==> src/rtl/bash_f_const_gen_if.sv <==
// Beat interface of the round-constant generator: start/ready from the
// consumer side, constants plus sequence status from the generator side.
interface bash_f_const_gen_if #(
  parameter int ROUNDS = 24,
  parameter int LANES  = 1
);
  localparam int RW = $clog2(ROUNDS + 1);

  logic                  start_i;
  logic                  ready_i;
  logic                  valid_o;
  logic [64*LANES-1:0]   const_o;
  logic [RW-1:0]         round_o;
  logic                  last_o;
  logic                  busy_o;
  logic                  done_o;

  // Generator side
  modport master (
    input  start_i, ready_i,
    output valid_o, const_o, round_o, last_o, busy_o, done_o
  );

  // Consumer side
  modport slave (
    output start_i, ready_i,
    input  valid_o, const_o, round_o, last_o, busy_o, done_o
  );
endinterface

==> src/rtl/bash_f_const_gen.sv <==
// Round-constant generator for the bash-f permutation. Constants are kept in
// storage byte order (byte 0 of the little-endian word in bits [63:56]).
// Each beat carries LANES consecutive constants; the register advances by
// LANES steps of S per accepted beat through a combinational step chain.
module bash_f_const_gen #(
  parameter int          ROUNDS = 24,
  parameter int          LANES  = 1,
  parameter logic [63:0] C_INIT = 64'h3BF5080AC8BA94B1,
  parameter logic [63:0] C_POLY = 64'hAED8E07F99E12BDC
) (
  input logic                clk,
  input logic                rst_n,
  bash_f_const_gen_if.master bus
);
  localparam int RW = $clog2(ROUNDS + 1);

  typedef enum logic [1:0] {
    IDLE = 2'd0,
    RUN  = 2'd1,
    FIN  = 2'd2
  } state_t;

  state_t                 state_r, state_n;
  logic [RW-1:0]          round_r, round_n;
  logic [LANES-1:0][63:0] const_r, const_n;
  logic                   valid_r, valid_n;
  logic                   busy_r, busy_n;
  logic                   done_r, done_n;
  logic                   last_r, last_n;

  logic [RW-1:0]          nxt_round_s;
  logic [LANES-1:0][63:0] beat_s;
  logic [63:0]            acc_s;

  // Reverse the byte order of a 64-bit word (an involution).
  function automatic logic [63:0] byte_rev(input logic [63:0] x);
    logic [63:0] y;
    y = 64'h0;
    for (int i = 0; i < 8; i++) begin
      y[8*i +: 8] = x[56-8*i +: 8];
    end
    return y;
  endfunction

  // One LFSR step in the little-endian domain: shift right, feed back poly.
  function automatic logic [63:0] step(input logic [63:0] c);
    logic [63:0] w;
    w = byte_rev(c);
    return byte_rev({1'b0, w[63:1]} ^ (w[0] ? byte_rev(C_POLY) : 64'h0));
  endfunction

  // True when a beat starting at round r contains round ROUNDS.
  function automatic logic is_last(input logic [RW-1:0] r);
    return (int'(r) + LANES) > ROUNDS;
  endfunction

  // Build the next beat: seed from C_INIT on start, else one step past the top lane.
  always_comb begin
    beat_s = '0;
    if (state_r == IDLE) begin
      nxt_round_s = RW'(1);
      acc_s       = C_INIT;
    end else begin
      nxt_round_s = round_r + RW'(LANES);
      acc_s       = step(const_r[LANES-1]);
    end
    for (int k = 0; k < LANES; k++) begin
      if ((int'(nxt_round_s) + k) <= ROUNDS) begin
        beat_s[k] = acc_s;
      end else begin
        beat_s[k] = 64'h0;
      end
      acc_s = step(acc_s);
    end
  end

  // Next-state and next-output decode for the IDLE/RUN/FIN sequencer.
  always_comb begin
    state_n = state_r;
    round_n = round_r;
    const_n = const_r;
    valid_n = valid_r;
    busy_n  = busy_r;
    last_n  = last_r;
    done_n  = 1'b0;
    case (state_r)
      IDLE: begin
        valid_n = 1'b0;
        busy_n  = 1'b0;
        last_n  = 1'b0;
        if (bus.start_i) begin
          state_n = RUN;
          valid_n = 1'b1;
          busy_n  = 1'b1;
          round_n = nxt_round_s;
          const_n = beat_s;
          last_n  = is_last(nxt_round_s);
        end else begin
          state_n = IDLE;
        end
      end
      RUN: begin
        if (valid_r && bus.ready_i) begin
          if (last_r) begin
            state_n = FIN;
            valid_n = 1'b0;
            busy_n  = 1'b0;
            last_n  = 1'b0;
            done_n  = 1'b1;
          end else begin
            round_n = nxt_round_s;
            const_n = beat_s;
            last_n  = is_last(nxt_round_s);
          end
        end else begin
          state_n = RUN;
        end
      end
      FIN: begin
        state_n = IDLE;
        valid_n = 1'b0;
        busy_n  = 1'b0;
        last_n  = 1'b0;
      end
      default: begin
        state_n = IDLE;
        valid_n = 1'b0;
        busy_n  = 1'b0;
        last_n  = 1'b0;
      end
    endcase
  end

  // State register and registered outputs; reset clears everything at once.
  always_ff @(posedge clk or negedge rst_n) begin
    if (!rst_n) begin
      state_r <= IDLE;
      round_r <= '0;
      const_r <= '0;
      valid_r <= 1'b0;
      busy_r  <= 1'b0;
      done_r  <= 1'b0;
      last_r  <= 1'b0;
    end else begin
      state_r <= state_n;
      round_r <= round_n;
      const_r <= const_n;
      valid_r <= valid_n;
      busy_r  <= busy_n;
      done_r  <= done_n;
      last_r  <= last_n;
    end
  end

  assign bus.valid_o = valid_r;
  assign bus.const_o = const_r;
  assign bus.round_o = round_r;
  assign bus.last_o  = last_r;
  assign bus.busy_o  = busy_r;
  assign bus.done_o  = done_r;
endmodule

==> src/flat_wrapper.sv <==
// flat-port wrapper written by rule: the top's interface ports become plain ports
module bash_f_const_gen_flat 
#(
  parameter int          ROUNDS = 24,
  parameter int          LANES  = 1,
  parameter logic [63:0] C_INIT = 64'h3BF5080AC8BA94B1,
  parameter logic [63:0] C_POLY = 64'hAED8E07F99E12BDC
)
  (clk, rst_n, bus_start_i, bus_ready_i, bus_valid_o, bus_const_o, bus_round_o, bus_last_o, bus_busy_o, bus_done_o);
  bash_f_const_gen_if #(.ROUNDS(ROUNDS), .LANES(LANES)) bus_i ();
  input logic clk;
  input logic rst_n;
  input wire logic [$bits(bus_i.start_i)-1:0] bus_start_i;
  input wire logic [$bits(bus_i.ready_i)-1:0] bus_ready_i;
  output wire logic [$bits(bus_i.valid_o)-1:0] bus_valid_o;
  output wire logic [$bits(bus_i.const_o)-1:0] bus_const_o;
  output wire logic [$bits(bus_i.round_o)-1:0] bus_round_o;
  output wire logic [$bits(bus_i.last_o)-1:0] bus_last_o;
  output wire logic [$bits(bus_i.busy_o)-1:0] bus_busy_o;
  output wire logic [$bits(bus_i.done_o)-1:0] bus_done_o;
  assign bus_i.start_i = bus_start_i;
  assign bus_i.ready_i = bus_ready_i;
  assign bus_valid_o = bus_i.valid_o;
  assign bus_const_o = bus_i.const_o;
  assign bus_round_o = bus_i.round_o;
  assign bus_last_o = bus_i.last_o;
  assign bus_busy_o = bus_i.busy_o;
  assign bus_done_o = bus_i.done_o;
  bash_f_const_gen #(.ROUNDS(ROUNDS), .LANES(LANES), .C_INIT(C_INIT), .C_POLY(C_POLY)) u_core (.clk(clk), .rst_n(rst_n), .bus(bus_i));
endmodule
==> config.mk <==
export PLATFORM = sky130hd
export DESIGN_NAME = bash_f_const_gen_flat
export DESIGN_NICKNAME = d
export VERILOG_FILES = /design/src/rtl/bash_f_const_gen_if.sv /design/src/rtl/bash_f_const_gen.sv /design/src/flat_wrapper.sv
export SDC_FILE = /design/constraint.sdc
export NUM_CORES = 1
export LEC_CHECK = 0
export ABC_CLOCK_PERIOD_IN_PS = 2300
export CAP_MARGIN = 10
export CORE_ASPECT_RATIO = 2
export CORE_MARGIN = 2
export CORE_UTILIZATION = 50
export DETAILED_ROUTE_END_ITERATION = 8
export PLACE_DENSITY = 0.8
export SETUP_SLACK_MARGIN = 0.5
export SLEW_MARGIN = 30
export SYNTH_ARGS = -nofsm -noshare
export SYNTH_HDL_FRONTEND = slang
export SYNTH_SLANG_ARGS = --single-unit
==> constraint.sdc <==
create_clock -name clk -period 2.3 [get_ports clk]
set_clock_uncertainty 0.2 [all_clocks]
set_input_delay 0.23 -clock clk [delete_from_list [all_inputs] [get_ports clk]]
set_output_delay 0.23 -clock clk [all_outputs]
set_load 0.01 [all_outputs]
==> results.py, run 1 <==
metrics = {
    "synth": {
        "synth_ff_type": "dfrtp_1",
        "synth.distinct_cells": 31,
        "yosys.area.top_type": "dfrtp_1",
        "syn_inst": 314,
        "ys_seq_elements": 74,
        "synth-edff-count": 0,
        "synthTopCellsByArea": "dfrtp_1 56%, xnor2_1 5.8%, o22ai_1 5.5%",
        "synthArstFlopShare": 1.00,
        "avgSynthCellArea_um2": 10.6,
        "synth_fp_nets": 319,
        "syn_area_mm2": 0.00332,
        "yosysMostFrequentCell": "dfrtp_1",
        "synth.yosys.seq_area_share": 0.557,
        "synth_top_cell_area_share": 0.557,
        "netlist_top_cells_count": "74 x dfrtp_1, 35 x nor2_1, 30 x o21ai_0, 29 x o22ai_1, 28 x nand2_1",
        "yosys_warnings": 0,
    },
    "place": {
        "port_buffers": 76,
        "dpl.hpwl_mm": 5.44,
        "gp_congestion": 0.840,
        "placed_cells": 464,
    },
    "floorplan": {
        "die_h_um": 119,
        "io_pins": 77,
        "coreArea_mm2": 0.00652,
        "die_w_um": 61.6,
        "die-area_mm2": 0.00735,
        "rows": 42,
        "start_util": 0.510,
    },
    "cts": {
        "tritoncts": "built",
        "cts_sinks": 74,
        "clock_path_buffers": 2,
        "htreeDepth": 3,
        "clk_latency_ns": 0.33,
        "cts_made_buffers": 9,
        "clk_pin_slew_ns": 0.06,
        "clock-root-buffer": "clkbuf_16",
    },
    "timing": {
        "setup_viol": 0,
        "slew_violations": 0,
        "clock.fmax_ghz": 0.502,
        "period_share": 0.866,
        "final.setup.tns_ns": 0,
        "rsz0062_at_grt": "yes",
        "period_needed_ns": 1.99,
        "finalHoldViolCount": 0,
        "tightest_slew_ns": 0.583,
        "maxSlewHeadroom": 0.611,
    },
    "finish": {
        "instances_no_fill": 499,
        "final_util": 0.773,
        "area_delta_synth_final_pct": 51.6,
        "final_nets": 412,
        "n_antenna_cell": 0,
        "drive_gt1_frac": 0.285,
    },
    "detailed_routing": {
        "num_vias": 3000,
        "routed_wl_mm": 10.5,
        "drt_iter0_drc": 211,
        "ant_nets": 0,
        "wl_per_cell_um": 21.0,
        "drc": 0,
        "dr.pass1.iters": 4,
        "avgViaCountPerCell": 6.01,
    },
    "grt": {
        "grt_pass1_vias": 2980,
        "grt_pass1_wl_mm": 15.3,
        "grt_overflow": 0,
        "grt_use_total": 0.283,
        "grt_max_degree": 46,
        "antenna_found_initial": 0,
    },
    "setup_path": {
        "end_kind": "register",
        "critPathArrivalTime_ns": 2.04,
        "cp.required_ns": 2.35,
        "crit_fanout": 8,
        "critPathKind": "register to register",
        "critical_path.startpoint_type": "register",
    },
    "min_path": {
        "hold_path_class": "input port to async pin",
    },
    "outcome": {
        "status": "finished clean",
    },
    "pwr": {
        "powerDensity_mw_per_mm2": 1740,
        "total_power_mw": 8.76,
        "ir_worst_vdd_mv": 1.10,
        "p_leak_nw": 2.14,
    },
    "job": {
        "cap_violations": 0,
    },
}
## sequential cells by signal, indices dropped and copies added (netlist names)
name                cells
u_core.bus.const_o     64
u_core.bus.round_o      5
u_core.state_r          2
u_core.bus.done_o       1
u_core.bus.last_o       1
u_core.bus.valid_o      1
## critical path, stage by stage, from the launching register on
cell and delay (ns):
dfrtp_2 0.44, ha_4 0.19, xor2_2 0.14, nor3b_2 0.20
buf_6 0.18, nor4_4 0.05, buf_6 0.13, buf_12 0.15
a211oi_2 0.22
## through the flow
| stage | area (µm²) | hold slack [ns] | setup WS (ns) |
|---|---|---|---|
| 2_1_floorplan | 3360 | -0.266 | 0.297 |
| 3_3_place_gp | 4230 | 0.0665 | 0.257 |
| 3_5_place_dp | 4230 | 0.0654 | 0.203 |
| 4_1_cts | 4810 | 0.261 | 0.272 |
| 5_1_grt | 5040 | 0.294 | 0.259 |
| 6_report | 5040 | 0.248 | 0.308 |
## cells by family (layout without fill, tap and decap cells)
kind of cell / after synthesis / after routing / synth area share
AND/OR/NAND/NOR: 73 / 73 / 0.0930
buffers and inverters: 28 / 124 / 0.0437
flip-flops: 74 / 74 / 0.557
XOR/XNOR: 36 / 36 / 0.0949
AO/OA/AOI/OAI: 100 / 101 / 0.201
multiplexers: 2 / 2 / 0.00678
adder cells (fa/ha/maj): 1 / 1 / 0.00376
## per-layer routing
| layer | global-route usage | vias up | routed length, µm |
|---|---|---|---|
| met5 | 0 | - | 0 |
| met4 | 0.121 | 0 | 306 |
| met3 | 0.0565 | 34 | 748 |
| met2 | 0.444 | 171 | 5500 |
| met1 | 0.371 | 1499 | 3920 |
| li1 | - | 1296 | - |
## cell type report
type	instances	area [µm²]
clock inverter	6	130
multi-input combinational	213	1580
inverter	1	3.75
tap	88	110
timing repair buffer	108	1120
clock buffer	9	225
sequential	74	1860
fill	437	1480
## repair_timing
action / in CTS / in global routing
buffers inserted: 6 / 7
pin swaps: 27 / 5
gates cloned: 4 / 2
hold endpoints to repair: 44 / 0
hold buffers: 1 / 0
endpoints found under the setup margin: 66 / 77
resized for setup: 61 / 31
## power by group
part           internal, mW  leakage [nW]  switching (mW)  total [mW]
Sequential             1.91         0.894           0.663        2.57
Combinational          2.35          1.07            2.15        4.50
Clock                  1.16         0.175           0.527        1.69
## path summary, 6_finish.rpt
check | slack [ns] | cells after the start | end | start
worst max-delay path | 0.31 | 8 | u_core.bus.const_o[50]$_DFFE_PN0P_ | u_core.bus.round_o[0]$_DFFE_PN0P_
worst min-delay path | 0.25 | 2 | u_core.bus.round_o[4]$_DFFE_PN0P_ | rst_n
worst max register to register | 0.31 | 8 | u_core.bus.const_o[50]$_DFFE_PN0P_ | u_core.bus.round_o[0]$_DFFE_PN0P_
worst min register to register | 0.32 | 2 | u_core.bus.const_o[24]$_DFFE_PN0P_ | u_core.bus.const_o[24]$_DFFE_PN0P_
max in group asynchronous | 1.08 | 3 | u_core.bus.const_o[20]$_DFFE_PN0P_ | rst_n
min in group clk | 0.32 | 2 | u_core.bus.const_o[24]$_DFFE_PN0P_ | u_core.bus.const_o[24]$_DFFE_PN0P_
## cells in the final DEF (no fill, tap or decap), types with 3 or more instances in the layout
master | netlist | routed
a211oi_2 | 0 | 15
a21oi_1 | 5 | 5
a22o_2 | 13 | 13
buf_12 | 0 | 3
buf_4 | 2 | 20
buf_6 | 3 | 3
buf_8 | 0 | 4
bufinv_16 | 0 | 4
clkbuf_16 | 0 | 11
clkdlybuf4s50_1 | 0 | 71
dfrtp_1 | 74 | 66
dfrtp_2 | 0 | 7
dlymetal6s2s_1 | 0 | 4
nand2_1 | 28 | 28
nand2b_1 | 3 | 3
nor2_1 | 35 | 33
o21ai_0 | 30 | 8
o21ai_2 | 0 | 22
o22ai_1 | 29 | 29
xnor2_1 | 22 | 22
xor2_1 | 14 | 13
Note: power is estimated with default switching activity, not from simulation.
==> inputs of run 2 (changes only) <==
--- a/config.mk
+++ b/config.mk
@@ -10,7 +10,9 @@
 export CORE_ASPECT_RATIO = 2
 export CORE_MARGIN = 2
 export CORE_UTILIZATION = 50
+export CTS_CLUSTER_SIZE = 24
 export DETAILED_ROUTE_END_ITERATION = 8
+export HOLD_SLACK_MARGIN = 0.08
 export PLACE_DENSITY = 0.8
 export SETUP_SLACK_MARGIN = 0.5
 export SLEW_MARGIN = 30
==> results of run 2 <==
Same layout as run 1: the final DEF is identical, and so are final timing and power.
==> inputs of run 3 (changes only) <==
==> constraint.sdc (replaced) <==
create_clock -name clk -period 2.3 [get_ports clk]
set_clock_uncertainty 0.2 [all_clocks]
set_input_delay 0.46 -clock clk [delete_from_list [all_inputs] [get_ports clk]]
set_output_delay 0.46 -clock clk [all_outputs]
set_load 0.01 [all_outputs]
==> results.py, run 3 (same netlist as run 1, synthesis figures left out) <==
metrics = {
    "finish": {
        "final_nets": 419,
        "final_common_cell": "dlygate4sd2_1",
        "num-fill-cells": 442,
        "stdcell_area_mm2": 0.00499,
        "layout_common_cells": "72 x dlygate4sd2_1, 67 x dfrtp_1, 29 x nor2_1, 29 x o22ai_1, 28 x nand2_1",
        "final_util": 0.766,
        "largest_reg_flops": 64,
        "instances_no_fill": 507,
        "area_delta_synth_final_pct": 50.2,
        "n_antenna_cell": 0,
        "drive_gt1_frac": 0.282,
    },
    "timing": {
        "slew_violations": 0,
        "rsz0062_at_grt": "yes",
        "layout_setup_ws_ns": 0.253,
        "clock.fmax_ghz": 0.489,
        "period_needed_ns": 2.05,
        "maxSlewHeadroom": 0.583,
        "period_share": 0.890,
        "finalHoldViolCount": 0,
        "whs_ns": 0.324,
        "setup_viol": 0,
        "tightest_slew_ns": 0.626,
        "final.setup.tns_ns": 0,
    },
    "place": {
        "port_buffers": 76,
        "preCtsSetupSlack_ns": -0.0341,
        "placed_cells": 468,
        "gp_congestion": 0.872,
        "place_area_mm2": 0.00426,
        "dpl.hpwl_mm": 5.51,
    },
    "floorplan": {
        "coreArea_mm2": 0.00652,
        "die_h_um": 119,
        "die_w_um": 61.6,
        "die-area_mm2": 0.00735,
        "io_pins": 77,
        "start_util": 0.510,
        "rows": 42,
    },
    "grt": {
        "grt_overflow": 0,
        "grt_pass1_wl_mm": 15.5,
        "antenna_found_initial": 0,
        "grt.busiest_layer": "met2",
        "grt_pass1_vias": 3014,
        "grtUsageMet3": 0.0662,
        "grt_use_total": 0.285,
        "grt_max_degree": 39,
        "use_met1": 0.383,
        "grtUsageMet2": 0.434,
    },
    "detailed_routing": {
        "drt_iter0_drc": 277,
        "avgViaCountPerCell": 5.99,
        "drc": 0,
        "wl_per_cell_um": 21.3,
        "num_vias": 3035,
        "routed_wl_mm": 10.8,
        "ant_nets": 0,
        "dr.pass1.iters": 5,
    },
    "outcome": {
        "status": "finished clean",
    },
    "setup_path": {
        "critPathArrivalTime_ns": 2.06,
        "critPathKind": "register to register",
        "cp.required_ns": 2.31,
        "crit_fanout": 6,
        "end_kind": "register",
        "critical_path.startpoint_type": "register",
    },
    "cts": {
        "cts_made_buffers": 9,
        "clk_latency_ns": 0.33,
        "clk_pin_slew_ns": 0.06,
        "clock_path_buffers": 2,
        "tritoncts": "built",
        "htreeDepth": 3,
        "clock-root-buffer": "clkbuf_16",
        "cts_sinks": 74,
    },
    "pwr": {
        "ir_worst_vdd_mv": 0.949,
        "total_power_mw": 8.27,
        "p_leak_nw": 2.31,
        "powerDensity_mw_per_mm2": 1660,
    },
    "job": {
        "cap_violations": 0,
    },
    "min_path": {
        "hold_path_class": "register to register",
    },
}
run 3: repair_timing:
item	4_1_cts	5_1_grt
gates resized for setup	103	52
setup buffers	10	4
endpoints found under the hold margin	27	0
setup endpoints to repair	138	68
pin swaps	15	12
hold buffers	1	0
cloned	3	5
run 3: cell type report:
cell class | instances | area (µm²) | share of cell area
tap | 88 | 110 | 0.0221
clock inverter | 5 | 77.6 | 0.0155
clock buffer | 11 | 243 | 0.0486
timing repair buffer | 115 | 1120 | 0.225
multi-input combinational | 213 | 1570 | 0.315
sequential | 74 | 1860 | 0.373
inverter | 1 | 3.75 | 0.000752
run 3: critical path: stages, from the launching register on:
cell and delay [ns]:
dfrtp_2 0.44, ha_4 0.19, nand3_2 0.07, mux2_4 0.38, o31ai_4 0.24, buf_6 0.17, clkbuf_16 0.15, o21ai_1 0.07
run 3: per-layer routing:
metal	wire, µm	part of all wire	vias to the layer above
li1	-	-	1308
met1	3950	0.36	1533
met2	5720	0.53	160
met3	706	0.065	34
met4	453	0.042	0
met5	0	0	-
run 3: worst paths after layout:
check                                                      to  slack, ns                                from  cells past startpoint
max                        u_core.bus.const_o[22]$_DFFE_PN0P_       0.25   u_core.bus.round_o[0]$_DFFE_PN0P_                      7
min                        u_core.bus.const_o[11]$_DFFE_PN0P_       0.32  u_core.bus.const_o[11]$_DFFE_PN0P_                      2
max reg2reg                u_core.bus.const_o[22]$_DFFE_PN0P_       0.25   u_core.bus.round_o[0]$_DFFE_PN0P_                      7
min reg2reg                u_core.bus.const_o[11]$_DFFE_PN0P_       0.32  u_core.bus.const_o[11]$_DFFE_PN0P_                      2
max in group asynchronous  u_core.bus.const_o[44]$_DFFE_PN0P_       0.93                               rst_n                      3
min in group asynchronous   u_core.bus.round_o[2]$_DFFE_PN0P_       0.39                               rst_n                      2
run 3: power by group:
group	switching, mW	internal, mW
Combinational	2.21	2.05
Clock	0.530	0.975
Sequential	0.608	1.90
